### src/rtl/ex_stage.sv
// ex_stage: execute stage with single-cycle ALU ops and an optional iterative
// shift-add multiplier, behind a one-entry valid/ready output register.
module ex_stage #(
  parameter int XLEN   = 32,
  parameter int TAG_W  = 6,
  parameter int MUL_EN = 1
) (
  input  logic             clk,
  input  logic             rst,
  input  logic             flush,
  input  logic             in_valid,
  output logic             in_ready,
  input  logic [3:0]       in_op,
  input  logic [XLEN-1:0]  in_a,
  input  logic [XLEN-1:0]  in_b,
  input  logic [TAG_W-1:0] in_tag,
  output logic             out_valid,
  input  logic             out_ready,
  output logic [XLEN-1:0]  out_data,
  output logic [TAG_W-1:0] out_tag
);
  localparam int CW = $clog2(XLEN + 1);
  typedef enum logic [1:0] {IDLE, MUL, HOLD} state_t;
  state_t state, nxt;
  logic alive, accept, is_mul, mul_done;
  logic [XLEN-1:0] alu, mul_res;
  assign is_mul    = (MUL_EN != 0) && (in_op == 4'd10 || in_op == 4'd11);
  // alive keeps in_ready low until the first clock edge after reset release
  assign in_ready  = alive && !flush && (state == IDLE || (state == HOLD && out_ready));
  assign accept    = in_valid && in_ready;
  assign out_valid = state == HOLD;
  always_comb begin
    alu = '0;
    case (in_op)
      4'd1:    alu = in_a + in_b;
      4'd2:    alu = in_a - in_b;
      4'd3:    alu = in_a;
      4'd4:    alu = in_b;
      4'd5:    alu = in_a & in_b;
      4'd6:    alu = in_a | in_b;
      4'd7:    alu = in_a ^ in_b;
      4'd8:    alu = {{(XLEN-1){1'b0}}, $signed(in_a) < $signed(in_b)};
      4'd9:    alu = {{(XLEN-1){1'b0}}, in_a < in_b};
      default: alu = '0;
    endcase
  end
  always_comb
    nxt = flush                         ? IDLE :
          accept                        ? (is_mul ? MUL : HOLD) :
          (state == MUL && mul_done)    ? HOLD :
          (state == HOLD && out_ready)  ? IDLE : state;
  always_ff @(posedge clk or negedge rst)
    if (!rst) begin
      state    <= IDLE;
      alive    <= 1'b0;
      out_data <= '0;
      out_tag  <= '0;
    end else begin
      state <= nxt;
      alive <= 1'b1;
      if (accept) out_tag <= in_tag;
      if (accept && !is_mul) out_data <= alu;
      else if (mul_done) out_data <= mul_res;
    end
  if (MUL_EN != 0) begin : g_mul
    logic [2*XLEN-1:0] acc, mcand, acc_next;
    logic [XLEN-1:0]   mplier;
    logic [CW-1:0]     cnt;
    logic              hi, busy;
    assign busy     = state == MUL;
    assign acc_next = acc + (mplier[0] ? mcand : '0);
    assign mul_done = busy && cnt == CW'(XLEN - 1);
    assign mul_res  = hi ? acc_next[2*XLEN-1:XLEN] : acc_next[XLEN-1:0];
    always_ff @(posedge clk or negedge rst)
      if (!rst) begin
        acc    <= '0;
        mcand  <= '0;
        mplier <= '0;
        cnt    <= '0;
        hi     <= 1'b0;
      end else if (accept && is_mul) begin
        acc    <= '0;
        mcand  <= {{XLEN{1'b0}}, in_a};
        mplier <= in_b;
        cnt    <= '0;
        hi     <= in_op[0];
      end else if (busy) begin
        acc    <= acc_next;
        mcand  <= mcand << 1;
        mplier <= mplier >> 1;
        cnt    <= cnt + 1'b1;
      end
  end else begin : g_nomul
    assign mul_done = 1'b0;
    assign mul_res  = '0;
  end
endmodule
### config.mk
export PLATFORM = sky130hd
export DESIGN_NAME = ex_stage
export DESIGN_NICKNAME = d
export VERILOG_FILES = /design/src/rtl/ex_stage.sv
export SDC_FILE = /design/constraint.sdc
export NUM_CORES = 1
export LEC_CHECK = 0
export ABC_AREA = 1
export CAP_MARGIN = 10
export CORE_MARGIN = 2
export CORE_UTILIZATION = 40
export CTS_CLUSTER_SIZE = 25
export DETAILED_ROUTE_END_ITERATION = 6
export PLACE_DENSITY = 0.67
export SYNTH_ARGS = -nofsm -noshare
export SYNTH_HDL_FRONTEND = slang
export SYNTH_SLANG_ARGS = --single-unit
### constraint.sdc
create_clock -name clk -period 2.64 [get_ports clk]
set_input_delay 0.264 -clock clk [delete_from_list [all_inputs] [get_ports clk]]
set_output_delay 0.264 -clock clk [all_outputs]
set_load 0.03 [all_outputs]
==> results, run 1 <==
- In the post-route analysis, the smallest setup slack over all paths is -0.183 ns.
- In this run the power density over the cells is 858 nW/µm².
- The share of Yosys cell area claimed by the top area cell type is 23.6%.
- The number of warnings reported in the yosys synthesis log is 0.
- The final period demand of the worst path is 2.82 ns.
- The core box area is 54,100 µm².
- The multi-input combinational cells in the finished layout cover a total of 14,900 µm².
- For this design the top-level I/O count stands at 119.
- After filler insertion, the fill cell instance count of the layout stands at 5,319.
- In this run the worst path has a maximum fanout of 18.
- Detailed placement finished with a half-perimeter wire length of 75.9 mm.
- The number of levels the H-tree was split into is 1.
- For this design, the sink count on the clock tree is 208.
- For this block, the initial DRC count from the detailed router was 2,142.
- The biggest area contributor in the post-synthesis netlist is sky130_fd_sc_hd__dfrtp_1.
- In the synthesized netlist, the cells that appear most often are sky130_fd_sc_hd__nand2_1 (1,376), sky130_fd_sc_hd__inv_1 (773), sky130_fd_sc_hd__nand3_1 (240).
- For this configuration, the core starts out at a cell density of 40.7%.
- The total cell area at the placement stage is 28,900 µm².
- The type of the tightest min-delay check is in -> reg.
- The delay of the slowest cell on the worst path is 0.43 ns.
- The number of max-slew violations in the final report is 0.
- The actual transition at the worst max-transition pin is 0.709 ns.
- The ratio of cells with drive above 1 in the final layout is 24.8%.
- In the routed layout, each cell is associated on average with a via count of 5.11.
- The category of the worst setup path capture point is a register.
- Counting every instance in the synthesized netlist gives 3,729.
- The post-layout net count is 4,693.
- Among all stages on the critical path, the largest delay is contributed by sky130_fd_sc_hd__dfrtp_2.
- The critical path is of the reg -> reg type.
- The cell family contributing the most delay on the critical path is buffers and inverters.
- The flow ran to the end, but the final reports show violations.
- Global routing used 33.0% of the available tracks.
- By area the synthesized netlist is led by sky130_fd_sc_hd__dfrtp_1 (24%), sky130_fd_sc_hd__nand2_1 (23%), sky130_fd_sc_hd__inv_1 (13%).
- STA puts the critical path data required time at 3.12 ns.
- Setup repair after global routing could not meet its margin everywhere.
- The maximum vdd drop is 586 µV.
- Summed over all layers, the global routing overflow is 0.
- The longest clock path from root to sink contains 3 buffers.
- Headroom to the max-slew limit came out at 52.7%.
- Hold timing on the final database bottoms out at a slack of 0.212 ns.
- Setup violations remaining at the end of the flow were counted as 54.
- In the final routed layout, each cell accounts on average for 18.3 µm.
- The area taken by flip-flops and latches is 5210 µm².
- The number of antenna-violating nets in the routed design is 0.
- The overall die height is 239 µm.
- For this run, the detailed router's first-pass iteration total came to 5.
- The total of buffers placed on input and output ports is 118.
- The worst setup path is launched from a register.
- After clock tree synthesis, the clock-pin slew on the worst setup and hold paths is 0.06 ns.
- After synthesis, the share of flip-flops with an asynchronous set or reset is 100%.
- The clock latency reported for the late side of the worst-skew pair is 0.60 ns.
- The post-synthesis instance area is 22,000 µm².
- The total power after layout is 27.0 mW.
- The post-route standard cell area excluding fillers is 31,500 µm².
- The count of unresolved DRC violations after routing is 0.
- The global-route wire length before repair is 145 mm.
- The layout overhead on the synthesized area is 43.3%.
- Walking the worst path, the cells encountered are buf_12, buf_12, nand2_4, inv_2, ha_4, nand2_4, nor2_4, inv_2, nor3_4, buf_6, buf_6, nand2_1, nor2_1, nand2_1, nand3_1, buf_4, a21oi_1, buf_4, a21o_1.
- The number of synthesized flops with an enable pin is 0.
- The data arrival time of the critical path is 3.31 ns.
- The TritonCTS clock tree is built.
- The flip-flop and latch count after synthesis is 208.
- Clock tree synthesis selected as its root buffer the cell sky130_fd_sc_hd__clkbuf_16.
- Together, buffers and inverters on the worst path number 8.
- The most common flop cell mapped by yosys is sky130_fd_sc_hd__dfrtp_1.
- The total of max-cap violations is 0.
- The die is 239 µm wide.
- Averaged over all synthesized cells, the footprint is 5.90 µm².
- In the post-synthesis netlist, the cell with the most instances is sky130_fd_sc_hd__nand2_1.
- The via count of the first global-routing pass is 25,800.
- The number of different library cells used by synthesis comes to 52.
- The number of endpoints with negative hold slack in the final report was 0.
- The standby leakage power is 18.0 nW.
- The fmax is 354 MHz.
- The net count after synthesis is 3,971.
- The pin count of the biggest net entering global routing is 72.
- After floorplanning, the core was divided into 85 placement rows.
- The number of antenna violations at the first check in global routing came to 3.
- The final critical-path share of the clock period is 107%.
- The largest clock skew in the final design is 0.0194 ns.
- The final route contains 26,400 vias.
- The floorplan step defined a die boundary enclosing 56,900 µm².
- Timing analysis after detailed placement gives a worst setup slack of -0.357 ns.
- At the end of routability-driven placement, the weighted congestion stood at 1.03.
- The post-detailed-routing wire length is 94.8 mm.
- The final reports fail on setup timing.
- Clock tree synthesis inserted a total of 27 buffers.
- Of the synthesized area, sequential elements account for 23.6%.
## area by class of cell
cell class | count | share of cell area [%]
inverters | 784 | 9.35
diodes | 1 | 0.00794
flip-flops and latches | 208 | 16.5
clock inverters | 10 | 0.452
repair buffers | 808 | 21.1
multi-input cells | 2622 | 47.4
clock buffers | 39 | 2.41
well taps | 696 | 2.76
## metrics by stage
step	utilization (%)	std cells	setup TNS, ns
6_report	58.3	5168	-4.07
5_1_grt	58.2	5167	-12.89
4_1_cts	57.1	5164	-3.63
3_5_place_dp	53.3	5108	-14.08
3_3_place_gp	53.3	5108	-13.92
2_1_floorplan	-	3729	0
## report_power, final
part           switching, mW  internal [mW]  total [mW]
Combinational           9.73           7.91        17.6
Sequential              1.07           4.45        5.52
Clock                   1.59           2.29        3.88
## routing by layer
metal  vias up  routed length, µm  track usage [%]
li1      13000                  -                -
met1     12300              40000             42.1
met2       852              44900             57.3
met3       182               5500             3.24
met4         4               4380             12.9
met5         -                 24                0
## tightest hold or removal path, stage by stage
cell	delay, ns
sky130_fd_sc_hd__clkdlybuf4s50_1	0.39
sky130_fd_sc_hd__nand2_1	0.06
sky130_fd_sc_hd__nand2_1	0.04
## placed cells by master, fill, tap and decap left out, types with 93 or more instances in the layout
cell / Yosys / layout
sky130_fd_sc_hd__nand2_1: 1376 / 1250
sky130_fd_sc_hd__inv_1: 773 / 753
sky130_fd_sc_hd__buf_4: 18 / 657
sky130_fd_sc_hd__nand3_1: 240 / 213
sky130_fd_sc_hd__dfrtp_1: 208 / 207
sky130_fd_sc_hd__nor2_1: 220 / 172
sky130_fd_sc_hd__nand2_2: 13 / 122
sky130_fd_sc_hd__clkdlybuf4s50_1: 0 / 117
sky130_fd_sc_hd__ha_1: 160 / 112
sky130_fd_sc_hd__a21oi_1: 144 / 111
sky130_fd_sc_hd__o22ai_1: 93 / 93
## worst paths after layout
| check | from | endpoint | slack (ns) | depth (start not counted) |
|---|---|---|---|---|
| max | g_mul.mplier[0]$_DFFE_PN0P_ | g_mul.acc[49]$_DFFE_PN0P_ | -0.18 | 19 |
| min | in_tag[2] | out_tag[2]$_DFFE_PN0P_ | 0.21 | 3 |
| max reg2reg | g_mul.mplier[0]$_DFFE_PN0P_ | g_mul.acc[49]$_DFFE_PN0P_ | -0.18 | 19 |
| min reg2reg | out_tag[4]$_DFFE_PN0P_ | out_tag[4]$_DFFE_PN0P_ | 0.48 | 2 |
| max in group asynchronous | rst | g_mul.mplier[8]$_DFFE_PN0P_ | 1.65 | 3 |
| min in group asynchronous | rst | g_mul.mcand[61]$_DFFE_PN0P_ | 0.23 | 2 |
## cells by family (layout without fill, tap and decap cells)
| logic type | after synthesis | count (layout) | share of synthesized area, % |
|---|---|---|---|
| simple gates | 1961 | 1961 | 36.4 |
| flops | 208 | 208 | 23.6 |
| fa+ha+maj | 163 | 163 | 9.37 |
| compound gates | 478 | 478 | 13.9 |
| buf+inv | 899 | 1641 | 16.0 |
| xor+xnor | 19 | 19 | 0.756 |
| other cells | 1 | 2 | 0.0170 |
## flip-flops by register name, indices dropped and copies added, names as in the netlist
signal,cells
g_mul.acc,64
g_mul.mcand,64
g_mul.mplier,32
out_data,32
g_mul.cnt,6
out_tag,6
state,2
alive,1
g_mul.hi,1
## timing repair
item,in CTS,in global routing
hold endpoints to repair,57,0
hold buffers,1,0
setup endpoints to repair,67,74
pin swaps,44,29
setup buffers,6,3
gates resized for setup,226,158
No activity file was read; power rests on OpenSTA's default activity.
==> run 2: changes to the inputs <==
--- a/config.mk
+++ b/config.mk
@@ -5,13 +5,14 @@
 export SDC_FILE = /design/constraint.sdc
 export NUM_CORES = 1
 export LEC_CHECK = 0
-export ABC_AREA = 1
 export CAP_MARGIN = 10
+export CELL_PAD_IN_SITES_DETAIL_PLACEMENT = 1
+export CELL_PAD_IN_SITES_GLOBAL_PLACEMENT = 1
 export CORE_MARGIN = 2
 export CORE_UTILIZATION = 40
 export CTS_CLUSTER_SIZE = 25
 export DETAILED_ROUTE_END_ITERATION = 6
-export PLACE_DENSITY = 0.67
+export PLACE_DENSITY = 0.81
 export SYNTH_ARGS = -nofsm -noshare
 export SYNTH_HDL_FRONTEND = slang
 export SYNTH_SLANG_ARGS = --single-unit
==> constraint.sdc (replaced) <==
create_clock -name clk -period 3.5 [get_ports clk]
set_input_delay 0.35 -clock clk [delete_from_list [all_inputs] [get_ports clk]]
set_output_delay 0.35 -clock clk [all_outputs]
set_load 0.03 [all_outputs]
==> run 2 against run 1 <==
Net effect: the run still ends with setup timing left; final cell count down 32%; clock skew up 0.012 ns; die area down 17%; clock power down 20%; worst hold slack better by 0.13 ns; sequential power down 33%; flip-flop and latch count unchanged; fmax down 26%; synthesized area down 17%; critical path depth down 4; combinational power down 59%.
==> results, run 2 <==
- The synthesized design spends more area on one cell type than any other, namely sky130_fd_sc_hd__dfrtp_1.
- The number of setup violations in the final report is 36.
- In this run the standard cell core region covers 45,300 µm².
- The endpoint identified for the worst register-to-register timing path is out_data[30]$_DFFE_PN0P_.
- The setup slack after placement is -0.640 ns.
- The async set or reset register ratio after synthesis is 100%.
- The number of antenna cells inserted is 0.
- The depth of the worst register-to-register path is 15.
- The first global-routing pass estimated 136 mm of wire.
- In the final routed layout, each cell accounts on average for 26.6 µm.
- The clock reaches the later pin of the worst-skew pair after 0.61 ns.
- The tightest min-delay check is of the in -> async type.
- The number of top-level design ports is 119.
- The final critical-path share of the clock period is 109%.
- The checks that failed: setup timing.
- In the final layout, the multi-input gates occupy 13,100 µm².
- The library cell with the highest instance count after synthesis is sky130_fd_sc_hd__nand2_1.
- The post-detailed-routing wire length is 92.8 mm.
- For this design, the sink count on the clock tree is 208.
- The cell count after synthesis is 2,346.
- In this run the horizontal extent of the chip is 218 µm.
- After the flow finishes, the layout carries non-filler instances totaling 3,493.
- Across the run, the number of max-cap violations was 0.
- In this run the worst path has a maximum fanout of 7.
- The clock network burns 22.3% of the power.
- The half-perimeter wire length after detailed placement is 68.0 mm.
- Across all register-to-register paths, the minimum setup slack is -0.32 ns.
- The count of unresolved DRC violations after routing is 0.
- The worst register-to-register path begins at g_mul.mplier[0]$_DFFE_PN0P_.
- The internal power contribution is 7.96 mW.
- The design draws 14.0 mW.
- In the final design database the tool counted 3,113 nets.
- The ratio of cells with drive above 1 in the final layout is 25.4%.
- The share of power burned in combinational logic is 51.3%.
- The root cell of the clock tree is sky130_fd_sc_hd__clkbuf_16.
- Ranked by instance count, the synthesized netlist is headed by sky130_fd_sc_hd__nand2_1 (351), sky130_fd_sc_hd__o21ai_0 (209), sky130_fd_sc_hd__dfrtp_1 (208).
- The critical path is of the reg -> reg type.
- The worst setup path is captured at a register.
- The standby leakage power is 12.2 nW.
- The count of nets left with antenna violations once routing finished came out at 0.
- The pre-antenna-repair detailed-routing pass consisted of 6 iterations.
- The overall die height is 218 µm.
- The final global-route overflow total is 0.
- The pin count of the biggest net entering global routing is 86.
- In the synthesized netlist the dominant register cell turns out to be sky130_fd_sc_hd__dfrtp_1.
- For the worst setup path, the data arrival time is 4.26 ns.
- For this design, the slowest cell found on the critical path is sky130_fd_sc_hd__dfrtp_2.
- For this design the ratio of total power to cell area is 542 nW/µm².
- The cell count after placement is 3,422.
- By area the synthesized netlist is led by sky130_fd_sc_hd__dfrtp_1 (28%), sky130_fd_sc_hd__ha_1 (11%), sky130_fd_sc_hd__nand2_1 (7.2%).
- Tracing the worst setup path back leads to its startpoint at g_mul.mplier[0]$_DFFE_PN0P_.
- The largest registers in the layout are g_mul.acc (64), g_mul.mcand (64).
- With fillers left out, the area of the finished cells amounts to 25,800 µm².
- The via count of the first global-routing pass is 22,900.
- The vias per cell is 6.15.
- Counting flops with a built-in enable in the synthesized netlist gives 0.
- For this block, the initial DRC count from the detailed router was 1,969.
- Setup repair after global routing could not meet its margin everywhere.
- The final period demand of the worst path is 3.82 ns.
- Routability-driven placement finished with a final weighted congestion of 0.973.
- The total of buffers placed on input and output ports is 118.
- The library cells used most frequently in the layout, excluding fill and tap cells, are sky130_fd_sc_hd__buf_4 (494), sky130_fd_sc_hd__nand2_1 (349), sky130_fd_sc_hd__dfrtp_1 (207).
- The number of max-slew violations in the final report is 0.
- The run finished, with violations left.
- The signal on the critical path passes through and2_4, ha_4, fa_2, a21o_1, a221oi_4, o221ai_2, a311oi_4, buf_6, o21ai_2, o21ai_2, buf_6, o21ai_4, a211oi_4, xor2_2, o2111ai_2.
- In this run the mean area of a mapped cell was 7.80 µm².
- Once routing completed, OpenROAD measured the worst setup slack at -0.317 ns.
- The critical path startpoint category is a register.
- TritonCTS created 28 clock buffers.
- At the pin with the least slew margin, the transition time is 1.05 ns.
- For this configuration, the core starts out at a cell density of 40.4%.
- The clock-pin transition on the worst setup and hold timing paths is 0.07 ns.
- The synthesized netlist occupies a cell area of 18,300 µm².
- The die footprint is 47,500 µm².
- The data required time at the worst endpoint is 3.94 ns.
- The net switching power is 5.99 mW.
- The relative slew slack is 30.2%.
- The number of antenna violations at the first check in global routing is 2.
- Net switching is 43.0% of the power.
- Counting flops and latches in the post-synthesis netlist gives 208.
- The placed instances occupy a cell area of 23,700 µm².
- The maximum root-to-sink buffer count is 3.
- Sequential cells account for 26.4% of the total power.
- IR analysis of the VDD net gives a maximum drop of 499 µV.
- In this run the number of H-tree levels came out at 1.
- The number of endpoints with negative hold slack in the final report is 0.
- The most common cell after layout, fill and taps aside is sky130_fd_sc_hd__buf_4.
- The global-route usage over all layers is 37.0%.
- The share of Yosys cell area claimed by the top area cell type is 28.4%.
- From synthesis to final layout, the design area changed by 40.7%.
- When the netlist entered floorplanning its net count stood at 2,588.
- For this run, the top clock speed supported by timing is 262 MHz.
- The area taken by flip-flops and latches is 5210 µm².
- After synthesis, flip-flops and latches occupy 28.4% of the total area.
- Once layout is complete, the utilization of the core stands at 56.9%.
- Across all layers, the routed design uses 21,500 vias.
- The synthesized netlist contains 86 unique library cells.
- The TritonCTS clock tree is built.
- Counting the fill cells in the layout gives 5,343.
- The largest clock skew in the final design is 0.0314 ns.
- In this run the core area contains 78 standard-cell rows.
- The number of warnings reported in the yosys synthesis log is 0.
- The delay of the slowest cell on the worst path is 0.45 ns.
## run 2: changes by cell type in the layout (fill, tap and decap cells not counted), sizes merged, moves of 79 or more
cell	previous run	this run
inv	785	118
nor2	235	131
o21ai	64	213
a22oi	0	79
buf	690	521
nand2	1392	351
nand3	248	59
## run 2: worst max-delay path by stage
stage                                    end  slack (ns)
floorplan           out_data[20]$_DFFE_PN0P_       -0.12
detailed placement  out_data[27]$_DFFE_PN0P_       -0.64
global placement    out_data[27]$_DFFE_PN0P_       -0.56
finish              out_data[30]$_DFFE_PN0P_       -0.32
global route        out_data[28]$_DFFE_PN0P_       -0.45
CTS                 out_data[28]$_DFFE_PN0P_       -0.19
## run 2: layer usage
| metal | track usage [%] | routed length (µm) |
|---|---|---|
| met1 | 45.5 | 37700 |
| met2 | 65.2 | 44600 |
| met3 | 5.40 | 5490 |
| met4 | 14.1 | 4980 |
| met5 | 0 | 29 |
## run 2: layout make-up
| class | instances | share of cell area [%] |
|---|---|---|
| Multi-Input combinational cell | 1877 | 50.8 |
| Timing Repair Buffer | 638 | 20.5 |
| Sequential cell | 208 | 20.2 |
| Tap cell | 600 | 2.91 |
| Clock buffer | 34 | 2.88 |
| Inverter | 118 | 1.72 |
| Clock inverter | 18 | 0.927 |
## run 2: power groups by stage
stage	registers (mW)	logic, mW	clock network [mW]
6_report	3.69	7.16	3.11
5_1_grt	3.75	7.58	3.22
4_1_cts	3.65	6.52	3.14
3_5_place_dp	3.67	6.20	0
3_3_place_gp	3.62	5.94	0
2_1_floorplan	3.67	2.99	0
## run 2: cells by family after synthesis
family | synth area share (%)
buf+inv | 5.41
mux | 2.13
simple gates | 19.9
flops | 28.4
compound gates | 29.7
fa+ha+maj | 11.3
xor+xnor | 3.21
other cells | 0.0205
## run 2: per-stage QoR
stage / setup TNS (ns) / hold slack, ns
6_report: -4.87 / 0.338
5_1_grt: -12.29 / 0.367
4_1_cts: -1.99 / 0.337
3_5_place_dp: -17.12 / 0.404
3_3_place_gp: -13.71 / 0.401
2_1_floorplan: -0.553 / 0.0544
## run 2: critical path, delay by kind of cell (launching register included)
kind	cells	cell delay, ns
AOI/OAI and AO/OA	9	1.91
xor gates and xnor gates	1	0.32
adders and majority gates	2	0.49
buffers and inverters	2	0.32
DFF	1	0.45
and+or+nand+nor	1	0.16
## run 2: what timing repair did
action / in CTS / in global routing
setup buffers: 16 / 7
hold buffers: 1 / 0
gates resized for setup: 113 / 99
pin swaps: 40 / 50
endpoints found under the hold margin: 83 / 0
endpoints found under the setup margin: 63 / 62
